File: src/rtl/debug_uart_rx.sv
// Debug-port 8N1 UART receiver: 16x oversampled start/bit/stop detection with majority voting,
// a 2-entry receive FIFO and sticky overrun / framing-error flags.
module debug_uart_rx (
  input  logic       clk,
  input  logic       rst,
  input  logic       baud_ref,
  input  logic       rx,
  input  logic       rd,
  input  logic       clr_err,
  output logic [7:0] rx_data,
  output logic       rx_avail,
  output logic       overrun,
  output logic       frame_err,
  output logic       break_det
);

  typedef enum logic [2:0] {StIdle, StStart, StData, StStop, StBreak} state_e;

  logic       rx_meta, rx_s, ref_d, tick;
  state_e     state_q;
  logic [3:0] samp_cnt_q;
  logic [2:0] bit_cnt_q;
  logic [2:0] vote_q;
  logic [7:0] shreg_q;
  logic [7:0] head_q, tail_q;
  logic [1:0] cnt_q;
  logic       samp9, maj, stop_eval, push, ferr_set, pop;

  always_ff @(posedge clk or posedge rst) begin
    if (rst) begin
      rx_meta <= 1'b1;
      rx_s    <= 1'b1;
      ref_d   <= 1'b0;
    end else begin
      rx_meta <= rx;
      rx_s    <= rx_meta;
      ref_d   <= baud_ref;
    end
  end

  assign tick = baud_ref ^ ref_d;

  // The stop bit is judged on the sample-9 tick itself, so the third vote comes straight from rx_s.
  assign samp9     = (samp_cnt_q == 4'd9) ? rx_s : vote_q[2];
  assign maj       = (vote_q[0] & vote_q[1]) | (vote_q[0] & samp9) | (vote_q[1] & samp9);
  assign stop_eval = tick && (state_q == StStop) && (samp_cnt_q == 4'd9);
  assign push      = stop_eval && maj;
  assign ferr_set  = stop_eval && !maj;
  assign pop       = rd && (cnt_q != 2'd0);

  always_ff @(posedge clk or posedge rst) begin
    if (rst) begin
      state_q    <= StIdle;
      samp_cnt_q <= 4'd0;
      bit_cnt_q  <= 3'd0;
      vote_q     <= 3'd0;
      shreg_q    <= 8'h00;
      break_det  <= 1'b0;
    end else if (tick) begin
      if (state_q == StStart || state_q == StData || state_q == StStop) begin
        if (samp_cnt_q == 4'd7) vote_q[0] <= rx_s;
        if (samp_cnt_q == 4'd8) vote_q[1] <= rx_s;
        if (samp_cnt_q == 4'd9) vote_q[2] <= rx_s;
      end
      unique case (state_q)
        StIdle: begin
          if (!rx_s) begin
            state_q    <= StStart;
            samp_cnt_q <= 4'd1;
          end
        end
        StStart: begin
          samp_cnt_q <= samp_cnt_q + 4'd1;
          if (samp_cnt_q == 4'd15) begin
            if (maj) begin
              state_q <= StIdle;
            end else begin
              state_q    <= StData;
              bit_cnt_q  <= 3'd0;
              samp_cnt_q <= 4'd0;
            end
          end
        end
        StData: begin
          samp_cnt_q <= samp_cnt_q + 4'd1;
          if (samp_cnt_q == 4'd15) begin
            shreg_q   <= {maj, shreg_q[7:1]};
            bit_cnt_q <= bit_cnt_q + 3'd1;
            if (bit_cnt_q == 3'd7) begin
              state_q    <= StStop;
              samp_cnt_q <= 4'd0;
            end
          end
        end
        StStop: begin
          samp_cnt_q <= samp_cnt_q + 4'd1;
          if (samp_cnt_q == 4'd9) begin
            if (maj) begin
              state_q <= StIdle;
            end else begin
              state_q   <= StBreak;
              break_det <= 1'b1;
            end
          end
        end
        StBreak: begin
          if (rx_s) begin
            state_q   <= StIdle;
            break_det <= 1'b0;
          end
        end
        default: state_q <= StIdle;
      endcase
    end
  end

  // Empty FIFO keeps head at zero so rx_data reads 8'h00 with nothing buffered.
  always_ff @(posedge clk or posedge rst) begin
    if (rst) begin
      head_q    <= 8'h00;
      tail_q    <= 8'h00;
      cnt_q     <= 2'd0;
      overrun   <= 1'b0;
      frame_err <= 1'b0;
    end else begin
      if (push) begin
        unique case (cnt_q)
          2'd0: begin
            head_q <= shreg_q;
            cnt_q  <= 2'd1;
          end
          2'd1: begin
            if (pop) begin
              head_q <= shreg_q;
            end else begin
              tail_q <= shreg_q;
              cnt_q  <= 2'd2;
            end
          end
          default: begin
            if (pop) begin
              head_q <= tail_q;
              tail_q <= shreg_q;
            end
          end
        endcase
      end else if (pop) begin
        if (cnt_q == 2'd1) begin
          head_q <= 8'h00;
          cnt_q  <= 2'd0;
        end else begin
          head_q <= tail_q;
          tail_q <= 8'h00;
          cnt_q  <= 2'd1;
        end
      end

      if (push && (cnt_q == 2'd2) && !pop) overrun <= 1'b1;
      else if (clr_err)                    overrun <= 1'b0;

      if (ferr_set)     frame_err <= 1'b1;
      else if (clr_err) frame_err <= 1'b0;
    end
  end

  assign rx_data  = head_q;
  assign rx_avail = (cnt_q != 2'd0);

endmodule

File: config.mk
export PLATFORM = sky130hd
export DESIGN_NAME = debug_uart_rx
export DESIGN_NICKNAME = d
export VERILOG_FILES = /design/src/rtl/debug_uart_rx.sv
export SDC_FILE = /design/constraint.sdc
export NUM_CORES = 1
export LEC_CHECK = 0
export CAP_MARGIN = 20
export CORE_ASPECT_RATIO = 1.1
export CORE_MARGIN = 2
export CORE_UTILIZATION = 45
export CTS_CLUSTER_SIZE = 16
export DETAILED_ROUTE_END_ITERATION = 10
export PLACE_DENSITY = 0.67
export SLEW_MARGIN = 20
export SYNTH_ARGS = -nofsm -noshare
export SYNTH_HDL_FRONTEND = slang
export SYNTH_SLANG_ARGS = --single-unit
File: constraint.sdc
create_clock -name clk -period 1.92 [get_ports clk]
set_input_delay 0.384 -clock clk [delete_from_list [all_inputs] [get_ports clk]]
set_output_delay 0.384 -clock clk [all_outputs]
set_load 0.005 [all_outputs]
==> out/results.txt, run 1 <==
Period Utilization, post-route = 1.04
Clock Skew = 0.00932 ns
Wirelength, routed = 5170 um
Antenna diodes = 0
Worst EP required = 2.11 ns
Reg2reg path depth = 8
Busiest layer in global routing = met2
Top cell type's share of synthesized area = 0.465
Starting DRT DRC Count = 157
PwrDens = 1230 mW/mm2
EDFF count, synth = 0
Clock buffer depth = 2
Crit Path Max Fanout = 7
CP startpoint = samp_cnt_q[1]
Synth top area cells = dfrtp_1 46%, mux2_2 4.9%, nand2_1 3.6%, a22o_1 3.0%, ha_1 2.7%
TritonCTS clock tree = done
Synth Flop Type = dfrtp_1
Pleak = 1.43 nW
Hpwl dp = 3610 um
Die height = 79.2 um
Register area = 0.00113 mm2
Crit path DAT = 2.19 ns
Netlist Area Pre-Place = 0.00231 mm2
Worst-Skew Late Latency = 0.30 ns
Worst-path clk slew = 0.08 ns
Die ar. = 0.00573 mm2
Grt met3 use = 0.0305
Worst flop-to-flop path endpoint = tail_q[3]
Clock sink count = 45
Final hold violations = 0
Critical R2R Launch = samp_cnt_q[1]
Synth unique cells = 56
Drt drc = 0
YS warnings = 0
Wire length per cell = 15.8 um
Cts bufs inserted = 5
Die W = 72.4 um
Drt pass-1 iters = 4
Synth area leader = dfrtp_1
Antenna violations before repair = 0
Cells after synthesis = 209
DRT antenna net count = 0
Grt ovf = 0
Part of the power in combinational logic = 0.469
Share of cells above drive strength 1 = 0.372
RSZ-0062 raised after global routing = true
H-tree Lvls = 2
Cell-internal power = 2.44 mW
Vias in the first global route = 1809
Vias per inst = 5.67
Peak VDD IR = 0.522 mV
Most common cell after layout, fill and taps aside = dfrtp_1
Nets = 279
Port bufs = 17
Worst setup SP type = flop
Maxcap violations = 0
Finish-stage setup viols = 16
Synthesized Nets = 220
Overall power = 3.81 mW
Most frequent cells in the layout = 42 x dfrtp_1, 38 x buf_4, 21 x nand2_1
Hold_buf cts = 0
Worst slew pin tran = 0.450 ns
Worst R2R Setup Slack = -0.08 ns
Largest net degree at the start of global routing = 31
First-pass GRT wire length = 8770 um
Final WS setup = -0.0832 ns
Filler Cell Count = 400
Final Wtd Congestion = 0.875
Root buf cell = clkbuf_8
WS Path Type = flop to flop
Rel. slew slack = 0.699
Hold WC Path Type = primary input to flop
Area of the multi-input gates = 0.00120 mm2
Fmax = 499 MHz
Vias = 1854
Met1 usage = 0.289
Hold path startpoint = baud_ref
End of the critical path = tail_q[3]
Sequential area share after synthesis = 0.488
Seq cells post-synth = 45
Met2 track demand over resource = 0.290
Area of the core = 0.00500 mm2
Pins Over Slew Limit = 0
Starting density of the core = 0.463
Status = finished, violations left
Pre-CTS WS = -0.328 ns
Async SR Flop Fraction = 1.00
Switching part of the total = 0.360
Rows = 27
Clock share of power = 0.162
CP endpoint kind = flop
Total Routing Usage GR = 0.196
Reg power frac = 0.369
Failing checks = setup timing
Psw = 1.37 mW
Ports = 18
Post-layout min period = 2.00 ns
Avg Cell Area, Syn = 11.1 um2
P&R area growth vs syn = 33.7%
-- worst min path at each step --
stage	endpoint	slack, ns	depth (start not counted)
after floorplan	rx_s	0.35	0
after global placement	rx_s	0.35	0
after detailed placement	rx_s	0.35	0
after CTS	rx_s	0.36	0
after global routing	ref_d	0.28	1
final	ref_d	0.28	1
-- area by class of cell --
cell class / instances / share of cell area
timing repair buffer: 61 / 0.173
multi-input combinational: 139 / 0.387
clock buffer: 6 / 0.0267
inverter: 16 / 0.0194
sequential: 45 / 0.365
tap: 58 / 0.0235
clock inverter: 2 / 0.00445
-- cell families (layout without fill, tap and decap cells) --
kind of cell | after synthesis | count (layout) | share of synthesized area
muxes | 13 | 13 | 0.0616
AOI/OAI and AO/OA | 60 | 60 | 0.209
DFF | 45 | 45 | 0.488
adders and majority gates | 5 | 5 | 0.0270
and+or+nand+nor | 58 | 58 | 0.147
buffers and inverters | 25 | 85 | 0.0535
xor gates and xnor gates | 3 | 3 | 0.0146
-- synthesized netlist by cell type (5+ instances only) --
library cell   n
dfrtp_1       43
nand2_1       22
inv_1         15
mux2_2        10
nor2_1        10
o22ai_1       10
a22o_1         8
a221oi_1       7
a21oi_1        6
o21ai_0        6
ha_1           5
o41ai_1        5
-- per-layer routing --
layer	share of wire	routed length (um)	vias up
li1	-	-	890
met1	0.48	2510	903
met2	0.46	2380	52
met3	0.035	183	9
met4	0.020	106	0
met5	0	0	-
-- metrics by stage --
stage	area [um2]	TNS [ns]	hold WS [ns]	instances	utilization
CTS	2960	-0.798	0.360	323	0.592
global placement	2800	-8.37	0.346	312	0.559
finish	3090	-0.980	0.279	327	0.619
detailed placement	2800	-8.96	0.348	312	0.559
global route	3090	-2.42	0.281	327	0.619
floorplan	2330	-0.0263	0.345	209	-
-- worst max-delay path, cell delays in order (launching register included) --
cell and delay [ns]:
dfrtp_1 0.39, inv_2 0.08, ha_4 0.16, and3b_2 0.25, nand4_4 0.12, nor3_4 0.36
buf_4 0.19, a31oi_4 0.13, a22o_1 0.22
-- power by group through the flow --
stage          combinational [mW]  sequential [mW]  clock, mW
4_1_cts                      1.64             1.41      0.637
6_report                     1.79             1.41      0.617
3_3_place_gp                 1.49             1.42          0
2_1_floorplan               0.902             1.40          0
3_5_place_dp                 1.53             1.43          0
5_1_grt                      1.94             1.44      0.668
-- flip-flops by register name (all words and copies together), names as in the netlist, 2 cells and up --
signal      count
rx_data         8
cnt_q           2
bit_cnt_q       3
samp_cnt_q      4
vote_q          3
shreg_q         8
tail_q          8
state_q         3
-- timing repair --
item,CTS,global route
pin swaps,3,7
setup endpoints to repair,25,37
gates cloned,0,0
resized for setup,12,21
buffers inserted,3,4
No activity file was read; power rests on OpenSTA's default activity.
==> run 2: changes to the inputs <==
ABC_AREA = 1   (was not set)
PLACE_DENSITY = 0.66   (was 0.67)
SKIP_LAST_GASP = 1   (was not set)
==> run 2 against run 1 <==
Against the previous run:
- the flow now finishes without violations
- clock-buffer cell count increased by 1
- die area is 4.5% higher
- clock power fell by 7.8%
- power is 34% lower
- flip-flop and latch count stayed put
- non-clock buffer count is 31 lower
- sequential share of layout area increased by 2.8 points
- synthesized cell count grew 56%
- first-iteration DRC count down 64%
- clock skew increased by 0.0010 ns
==> out/results.txt, run 2 <==
CP endpoint kind = primary output
Slowest CP cell = clkdlybuf4s50_1
Crit path DAT = 1.44 ns (-0.75 ns)
Worst R2R Setup Slack = 0.16 ns (+0.24 ns)
Vias per inst = 4.67 (-18%)
Worst flop-to-flop path endpoint = tail_q[4]
Most frequent cells in the layout = 120 x nand2_1, 43 x dfrtp_1, 38 x inv_1
Pins Over Slew Limit = 0 (unchanged)
Worst-path clk slew = 0.09 ns (about the same)
Hold WC Path Type = primary input to async pin
Peak VDD IR = 0.379 mV (-27%)
Crit Path Max Fanout = 4 (-3)
Most frequent cell after synthesis = nand2_1
Pleak = 1.47 nW (+2.9%)
Clock share of power = 0.227 (+0.065)
Maxcap violations = 0 (unchanged)
Final Wtd Congestion = 0.889 (+1.6%)
Most common cell after layout, fill and taps aside = nand2_1
First-pass GRT wire length = 8290 um (-5.4%)
Wire length per cell = 10.7 um (-32%)
Area of the core = 0.00529 mm2 (+5.8%)
Die W = 74.0 um (+2.2%)
Cells along the critical path = inv_1 -> nand2_1 -> clkdlybuf4s50_1
Vias = 2017 (+8.8%)
Cts bufs inserted = 5 (unchanged)
Seq cells post-synth = 45 (unchanged)
Port bufs = 17 (unchanged)
Most frequent cells after synthesis = 120 x nand2_1, 43 x dfrtp_1, 39 x inv_1
Synth unique cells = 28 (-50%)
Synth top area cells = dfrtp_1 44%, nand2_1 19%, inv_1 6.0%, nand3_1 5.2%, nor2_1 4.0%
Hpwl dp = 3480 um (-3.5%)
Ports = 18 (unchanged)
Avg Cell Area, Syn = 7.46 um2 (-33%)
Fmax = 548 MHz (+9.7%)
Worst setup SP type = flop
Async SR Flop Fraction = 1.00 (unchanged)
Wirelength, routed = 4630 um (-10%)
Total Routing Usage GR = 0.175 (-0.0212)
Top cell type's share of synthesized area = 0.444 (-0.0211)
Filler Cell Count = 528 (+32%)
Part of the power in combinational logic = 0.315 (-0.154)
Reg power frac = 0.459 (+0.090)
Die ar. = 0.00599 mm2 (+4.5%)
P&R area growth vs syn = 18.5%
Final WS setup = 0.0947 ns (+0.178 ns)
Largest net degree at the start of global routing = 22 (-29%)
Netlist Area Pre-Place = 0.00242 mm2 (+4.8%)
Period Utilization, post-route = 0.951 (-0.0927)
Vias in the first global route = 1896 (+4.8%)
Clock sink count = 45 (unchanged)
Grt ovf = 0 (unchanged)
Worst EP required = 1.54 ns (-0.57 ns)
Hold_buf cts = 0 (unchanged)
Total Neg Setup Slack = 0 ns (+0.980 ns)
Worst hold margin = 0.332 ns (+0.0531 ns)
Root buf cell = clkbuf_8
Worst-Skew Late Latency = 0.30 ns (about the same)
Rel. slew slack = 0.811 (+0.112)
Finish-stage setup viols = 0 (-16)
Nets = 367 (+32%)
Synth area leader = dfrtp_1
Rows = 28 (+3.7%)
Synth Flop Type = dfrtp_1
Cell-internal power = 1.61 mW (-34%)
Share of cells above drive strength 1 = 0.120 (-0.251)
Die height = 81.0 um (+2.2%)
Reg2reg path depth = 11 (+3)
Critical R2R Launch = samp_cnt_q[1]
PwrDens = 874 mW/mm2 (-29%)
H-tree Lvls = 2 (unchanged)
Switching part of the total = 0.359 (-0.000404)
Sequential area share after synthesis = 0.465 (-0.0221)
Drt drc = 0 (unchanged)
DRT antenna net count = 0 (unchanged)
Cells after synthesis = 325 (+56%)
Clock Skew = 0.0103 ns (+0.00102 ns)
Antenna diodes = 0 (unchanged)
Post-layout min period = 1.83 ns (-0.178 ns)
TritonCTS clock tree = done
Antenna violations before repair = 0 (unchanged)
Synthesized Nets = 336 (+53%)
Starting density of the core = 0.458 (-0.00459)
Clock buffer depth = 2 (unchanged)
Worst slew pin tran = 0.282 ns (-0.168 ns)
Slowest stage delay, CP = 0.54 ns (+0.15 ns)
Final hold violations = 0 (unchanged)
Starting DRT DRC Count = 56 (-64%)
Status = finished, final reports clean
YS warnings = 0 (unchanged)
EDFF count, synth = 0 (unchanged)
Pre-CTS WS = -0.00173 ns (+0.327 ns)
WS Path Type = flop to primary output
Psw = 0.902 mW (-34%)
Drt pass-1 iters = 4 (unchanged)
==> run 2: cell count changes after synthesis, sizes merged, moves of 4 or more <==
| cell | delta |
|---|---|
| nand2 | +105 |
| inv | +28 |
| o21ai | +24 |
| nand3 | +23 |
| nor2 | +19 |
| mux2 | -10 |
| o22ai | -10 |
| a221oi | -9 |
| a22o | -8 |
| o41ai | -5 |
| and2 | -4 |
==> run 2: final cells by class <==
cell class | instances | area [um2] | area share
Clock buffer | 7 | 76.3 | 0.0266
Tap cell | 75 | 93.8 | 0.0327
Timing Repair Buffer | 30 | 293 | 0.102
Inverter | 43 | 161 | 0.0562
Sequential cell | 45 | 1130 | 0.393
Multi-Input combinational cell | 231 | 1110 | 0.388
Clock inverter | 1 | 5.00 | 0.00174
==> run 2: how the worst max path moves through the flow <==
stage,cells past startpoint,slack [ns],from,end
5_1_grt,11,-0.004,samp_cnt_q[1],tail_q[3]
2_1_floorplan,12,0.35,samp_cnt_q[1],rx_data[0]
4_1_cts,3,0.1,cnt_q[0],rx_avail
3_5_place_dp,10,-0.002,baud_ref,rx_data[1]
3_3_place_gp,10,0.001,baud_ref,rx_data[0]
6_report,3,0.09,cnt_q[0],rx_avail
==> run 2: metal layers <==
metal | track usage | wire [um]
met3 | 0.0261 | 124
met4 | 0.0764 | 91
met5 | 0 | 0
met2 | 0.259 | 1970
met1 | 0.254 | 2450
==> run 2: power groups by stage <==
stage,Combinational [mW],Sequential (mW),Clock (mW)
global route,0.906,1.17,0.619
floorplan,0.561,1.14,0
detailed placement,0.753,1.16,0
finish,0.790,1.15,0.569
CTS,0.758,1.14,0.597
global placement,0.739,1.16,0
==> run 2: logic make-up after synthesis <==
logic type                 after synthesis  synth area share
AOI/OAI and AO/OA                       36            0.0800
xor gates and xnor gates                 1           0.00361
adders and majority gates                5            0.0258
buffers and inverters                   49            0.0820
DFF                                     45             0.465
and+or+nand+nor                        189             0.343
==> run 2: metrics by stage <==
| step | utilization | total power, mW | area (um2) | std cells |
|---|---|---|---|---|
| floorplan | - | 1.70 | 2420 | 325 |
| global placement | 0.522 | 1.90 | 2760 | 422 |
| detailed placement | 0.522 | 1.92 | 2760 | 422 |
| CTS | 0.537 | 2.50 | 2840 | 430 |
| global route | 0.543 | 2.69 | 2870 | 432 |
| finish | 0.543 | 2.51 | 2870 | 432 |
==> run 2: repair_timing <==
item | in CTS | in global routing
setup endpoints to repair | 0 | 18
setup buffers | 0 | 2
gates resized for setup | 0 | 3
==> run 2: worst max-delay path, delay by kind of cell, from the launching register on <==
kind	cells	cell delay [ns]
buf+inv	2	0.61
flops	1	0.36
simple gates	1	0.17
==> run 3: changes to the inputs <==
GPL_ROUTABILITY_DRIVEN = 0   (was not set)
==> results of run 3 <==
The final DEF is identical to that of run 2; final timing and power are the same.
